## src/rtl/pc_unit.sv

```systemverilog
// Program-counter stage of the single-cycle RV32I core.
// It selects the next PC, traps on misaligned targets, and handles debug halt/resume and instret.
module pc_unit #(
  parameter logic [31:0] RESET_PC    = 32'h0000_0000,
  parameter logic [31:0] TRAP_VECTOR = 32'h0000_0100
) (
  input  logic        clk,
  input  logic        rst_n,
  input  logic        stall,
  input  logic        is_branch,
  input  logic        branch_taken,
  input  logic        is_jal,
  input  logic        is_jalr,
  input  logic [31:0] imm,
  input  logic [31:0] rs1_data,
  input  logic        halt_req,
  input  logic        resume,
  output logic [31:0] pc,
  output logic [31:0] pc_plus4,
  output logic [63:0] instret,
  output logic        trap,
  output logic [31:0] epc,
  output logic [31:0] badaddr,
  output logic        halted
);

  typedef enum logic {S_RUN, S_HALT} state_t;

  state_t      r_state;
  state_t      w_state_nxt;
  logic [31:0] r_pc;
  logic [63:0] r_instret;
  logic        r_trap;
  logic [31:0] r_epc;
  logic [31:0] r_badaddr;

  logic [31:0] w_pc_plus4;
  logic [31:0] w_pc_tgt;
  logic [31:0] w_jalr_tgt;
  logic [31:0] w_next_pc;
  logic        w_redirect;
  logic        w_fault;
  logic        w_update;

  // Only redirected targets can fault; the sequential path is always word aligned.
  function automatic logic f_misaligned(input logic redirect, input logic [31:0] tgt);
    return redirect && (tgt[1:0] != 2'b00);
  endfunction

  assign w_pc_plus4 = r_pc + 32'd4;
  assign w_pc_tgt   = r_pc + imm;
  assign w_jalr_tgt = (rs1_data + imm) & 32'hFFFF_FFFE;

  always_comb begin
    w_redirect = 1'b0;
    w_next_pc  = w_pc_plus4;
    if (is_jalr) begin
      w_redirect = 1'b1;
      w_next_pc  = w_jalr_tgt;
    end else if (is_jal) begin
      w_redirect = 1'b1;
      w_next_pc  = w_pc_tgt;
    end else if (is_branch && branch_taken) begin
      w_redirect = 1'b1;
      w_next_pc  = w_pc_tgt;
    end
    w_fault = f_misaligned(w_redirect, w_next_pc);
  end

  // A halt request in RUN wins over the instruction update; a simultaneous
  // halt_req keeps HALT sticky even when resume is asserted.
  always_comb begin
    w_state_nxt = r_state;
    w_update    = 1'b0;
    case (r_state)
      S_RUN: begin
        if (halt_req) begin
          w_state_nxt = S_HALT;
        end else if (!stall) begin
          w_update = 1'b1;
        end
      end
      S_HALT: begin
        if (resume && !halt_req) begin
          w_state_nxt = S_RUN;
        end
      end
      default: w_state_nxt = S_RUN;
    endcase
  end

  always_ff @(posedge clk or negedge rst_n) begin
    if (!rst_n) begin
      r_state   <= S_RUN;
      r_pc      <= RESET_PC;
      r_instret <= 64'd0;
      r_trap    <= 1'b0;
      r_epc     <= 32'd0;
      r_badaddr <= 32'd0;
    end else begin
      r_state <= w_state_nxt;
      r_trap  <= w_update && w_fault;
      if (w_update) begin
        if (w_fault) begin
          r_pc      <= TRAP_VECTOR;
          r_epc     <= r_pc;
          r_badaddr <= w_next_pc;
        end else begin
          r_pc      <= w_next_pc;
          r_instret <= r_instret + 64'd1;
        end
      end
    end
  end

  assign pc       = r_pc;
  assign pc_plus4 = w_pc_plus4;
  assign instret  = r_instret;
  assign trap     = r_trap;
  assign epc      = r_epc;
  assign badaddr  = r_badaddr;
  assign halted   = (r_state == S_HALT);

endmodule

```

## config.mk

```make
export PLATFORM = sky130hd
export DESIGN_NAME = pc_unit
export DESIGN_NICKNAME = d
export VERILOG_FILES = /design/src/rtl/pc_unit.sv
export SDC_FILE = /design/constraint.sdc
export NUM_CORES = 1
export LEC_CHECK = 0
export BUFFER_PORTS_ARGS = -buffer_cell sky130_fd_sc_hd__buf_2
export CAP_MARGIN = 0
export CORE_ASPECT_RATIO = 1.75
export CORE_MARGIN = 10
export CORE_UTILIZATION = 38
export CTS_CLUSTER_DIAMETER = 60
export DETAILED_ROUTE_END_ITERATION = 10
export GPL_TIMING_DRIVEN = 1
export PLACE_DENSITY = 0.73
export SETUP_SLACK_MARGIN = 0.05
export SLEW_MARGIN = 20
export SYNTH_ARGS = -nofsm -noshare
export SYNTH_HDL_FRONTEND = slang
export SYNTH_SLANG_ARGS = --single-unit
```

## constraint.sdc

```tcl
create_clock -name clk -period 2.89 [get_ports clk]
set_input_delay 0.578 -clock clk [delete_from_list [all_inputs] [get_ports clk]]
set_output_delay 0.578 -clock clk [all_outputs]
set_load 0.01 [all_outputs]
```

==> results.json <==
{
  "outcome": "complete, no violations",
  "post-dp-hpwl_um": 35100,
  "slew_at_the_pin_closest_to_its_max_slew_limit_ps": 850,
  "netlist_instances": 1256,
  "ios": 267,
  "cts_root_buf": "sky130_fd_sc_hd__clkbuf_16",
  "power.net_switching_mw": 3.78,
  "grt_busiest_layer": "met2",
  "grt_setup_unrepaired": "yes",
  "detailed_place.area_um2": 14000,
  "grt_overflow": 0,
  "min-delay-path-class": "primary input to asynchronous set/reset pin",
  "stdcell_area_um2": 15400,
  "worstSetupEndpointType": "flop",
  "post_layout_net_count": 1859,
  "critPathArrivalTime_ps": 3220,
  "global_route.usage.total": 0.238,
  "postSynthRegisterBits": 162,
  "worstSetupPathType": "flop to flop",
  "worst-path-max-fanout": 3,
  "post_synth_instance_area_um2": 10900,
  "floorplan.die_area_um2": 36100,
  "critical_path.startpoint_type": "flop",
  "min_period_over_period": 0.993,
  "initial_core_util": 0.387,
  "grt_max_degree": 69,
  "rows": 81,
  "finClkSkew_ps": 8.02,
  "p_sw_frac": 0.395,
  "final_antenna_net_count": 0,
  "post-synth-top-area-fraction": 0.373,
  "timing.setup.tns_ps": 0,
  "mappedNetlistNets": 1394,
  "global_route_wire_length_before_repair_um": 67000,
  "clock_tree_from_tritoncts": "yes",
  "count_of_flip_flops_with_a_built_in_enable_after_synthesis": 0,
  "power.internal_mw": 5.80,
  "timing.final.crit_period_ps": 2870,
  "synthDistinctLibCells": 78,
  "hold_buffers": 0,
  "finalSetupViolations": 0,
  "layout_cells_sized_above_1": 0.367,
  "post_drt_via_cell_ratio": 5.43,
  "syn_avg_cell_area_um2": 8.66,
  "cts_made_buffers": 17,
  "post_synthesis_cell_type_with_the_largest_combined_area": "sky130_fd_sc_hd__dfrtp_1",
  "postSynth.topFlopCell": "sky130_fd_sc_hd__dfrtp_1",
  "drtPass1Iterations": 5,
  "gp_routability_congestion": 0.973,
  "power_density_over_the_cells_nw_per_um2": 622,
  "slew_violations": 0,
  "areaGrowthSynthToFinish_pct": 41.6,
  "core_region_area_um2": 28100,
  "worstPathRequired_ps": 3240,
  "met2_use_gr": 0.439,
  "worst_setup_hold_path_clk_slew_ps": 70,
  "p_clk_frac": 0.238,
  "deepest_clock_path_buffer_count": 2,
  "power.share.sequential": 0.316,
  "wire_per_inst_um": 21.0,
  "globalRouteMet1Util": 0.232,
  "drt_iter0_drc": 755,
  "static-leakage-power_nw": 7.95,
  "synth.cells.most_frequent": "234 x sky130_fd_sc_hd__nand2_1, 162 x sky130_fd_sc_hd__dfrtp_1, 88 x sky130_fd_sc_hd__xnor2_1",
  "io_buffer_count": 266,
  "remaining_drc_errors": 0,
  "final_routed_wirelength_um": 44300,
  "cts-htree-levels": 4,
  "design_power_total_mw": 9.58,
  "yosysMostFrequentCell": "sky130_fd_sc_hd__nand2_1",
  "die_h_um": 244,
  "timing.max_cap.violations": 0,
  "share_of_flip_flops_with_an_asynchronous_set_or_reset_after_synthesis": 1.00,
  "holdWs_ps": 123,
  "numClockSinks": 162,
  "die-width_um": 148,
  "clock_insertion_delay_worst_skew_ps": 460,
  "synth_warn": 0,
  "peakVddDrop_mv": 0.443,
  "p_comb_frac": 0.447,
  "max_clk_rate_mhz": 348,
  "overall_via_count_from_detail_route": 11500,
  "hold_viol": 0,
  "grt_util_met3": 0.0522,
  "grt_pass1_vias": 12100,
  "final_core_utilization": 0.549,
  "post_synth_main_area_contributors": "sky130_fd_sc_hd__dfrtp_1 37%, sky130_fd_sc_hd__nand2_1 8.1%, sky130_fd_sc_hd__ha_1 7.2%",
  "slew_headroom": 0.432,
  "seq_area_frac_synth": 0.373,
  "antenna_found_initial": 2
}
## area by class of cell
class                           count  area [um2]
Antenna cell                        2        5.00
Fill cell                        2606       12700
Multi-Input combinational cell   1021        7080
Inverter                           31         116
Sequential cell                   162        4060
Timing Repair Buffer              488        3090
Tap cell                          373         467
Clock buffer                       17         425
Clock inverter                     15         154
## cell families after synthesis
kind of cell,count (synthesis),share of synthesized area
simple gates,495,0.219
compound gates,308,0.180
flops,162,0.373
xor+xnor,137,0.110
buf+inv,73,0.0267
fa+ha+maj,65,0.0761
mux,16,0.0154
## what timing repair did
action | CTS | global route
endpoints found under the setup margin | 49 | 60
pin swaps | 17 | 38
buffers inserted | 16 | 17
resized for setup | 59 | 69
## state kept, by name, summed over array words and instances (netlist names)
name	flops
instret	64
badaddr	32
epc	32
pc	32
halted	1
trap	1
## worst max-delay path, cell delays in order, from the launching register on
cell and delay (ps):
sky130_fd_sc_hd__dfrtp_1 420, sky130_fd_sc_hd__ha_4 180, sky130_fd_sc_hd__inv_2 50, sky130_fd_sc_hd__fa_2 210
sky130_fd_sc_hd__nor2b_2 50, sky130_fd_sc_hd__o31a_1 260, sky130_fd_sc_hd__o31ai_2 170, sky130_fd_sc_hd__buf_4 180
sky130_fd_sc_hd__nand3b_1 150, sky130_fd_sc_hd__a221oi_4 330, sky130_fd_sc_hd__a21oi_2 130, sky130_fd_sc_hd__xnor2_1 220
sky130_fd_sc_hd__a21oi_2 100, sky130_fd_sc_hd__mux2_4 290
## cell usage in the layout, fill, tap and decap left out, types with 39 or more instances in the layout
cell type / netlist / final
sky130_fd_sc_hd__nand2_1: 234 / 229
sky130_fd_sc_hd__a21oi_1: 70 / 63
sky130_fd_sc_hd__buf_2: 1 / 263
sky130_fd_sc_hd__xor2_1: 49 / 45
sky130_fd_sc_hd__ha_1: 63 / 58
sky130_fd_sc_hd__nor2_1: 69 / 63
sky130_fd_sc_hd__xnor2_1: 88 / 79
sky130_fd_sc_hd__o21ai_0: 87 / 66
sky130_fd_sc_hd__dfrtp_1: 162 / 158
sky130_fd_sc_hd__buf_4: 2 / 209
sky130_fd_sc_hd__nand3_1: 47 / 39
## worst paths after layout
kind                                startpoint                      end  slack (ps)  cells after the start
hold / removal                           rst_n   instret[3]$_DFFE_PN0P_         120                      1
max in group asynchronous                rst_n       pc[20]$_DFFE_PN0P_        1990                      2
min in group clk                      halt_req         halted$_DFF_PN0_         360                      2
setup / recovery             pc[0]$_DFFE_PN0P_  badaddr[16]$_DFFE_PN0P_          20                     13
hold reg to reg            epc[14]$_DFFE_PN0P_      epc[14]$_DFFE_PN0P_         470                      2
setup reg to reg             pc[0]$_DFFE_PN0P_  badaddr[16]$_DFFE_PN0P_          20                     13
## layer usage
layer,vias to the layer above,wire (um)
met2,439,24100
met1,5514,15100
met3,135,2610
li1,5369,-
met4,0,2530
met5,-,0
## per-stage QoR
step / cells / worst slack (ps)
5_1_grt: 2109 / -115
3_3_place_gp: 2042 / -570
3_5_place_dp: 2042 / -536
6_report: 2109 / 20.4
2_1_floorplan: 1256 / 25.7
4_1_cts: 2090 / 8.59
## power groups by stage
stage | clock network, mW | logic, mW | registers, mW
2_1_floorplan | 0 | 1.80 | 3.24
3_3_place_gp | 0 | 3.87 | 3.03
3_5_place_dp | 0 | 3.90 | 3.05
4_1_cts | 2.32 | 4.10 | 3.02
5_1_grt | 2.42 | 4.62 | 3.07
6_report | 2.28 | 4.28 | 3.02
No activity file was read; power rests on OpenSTA's default activity.
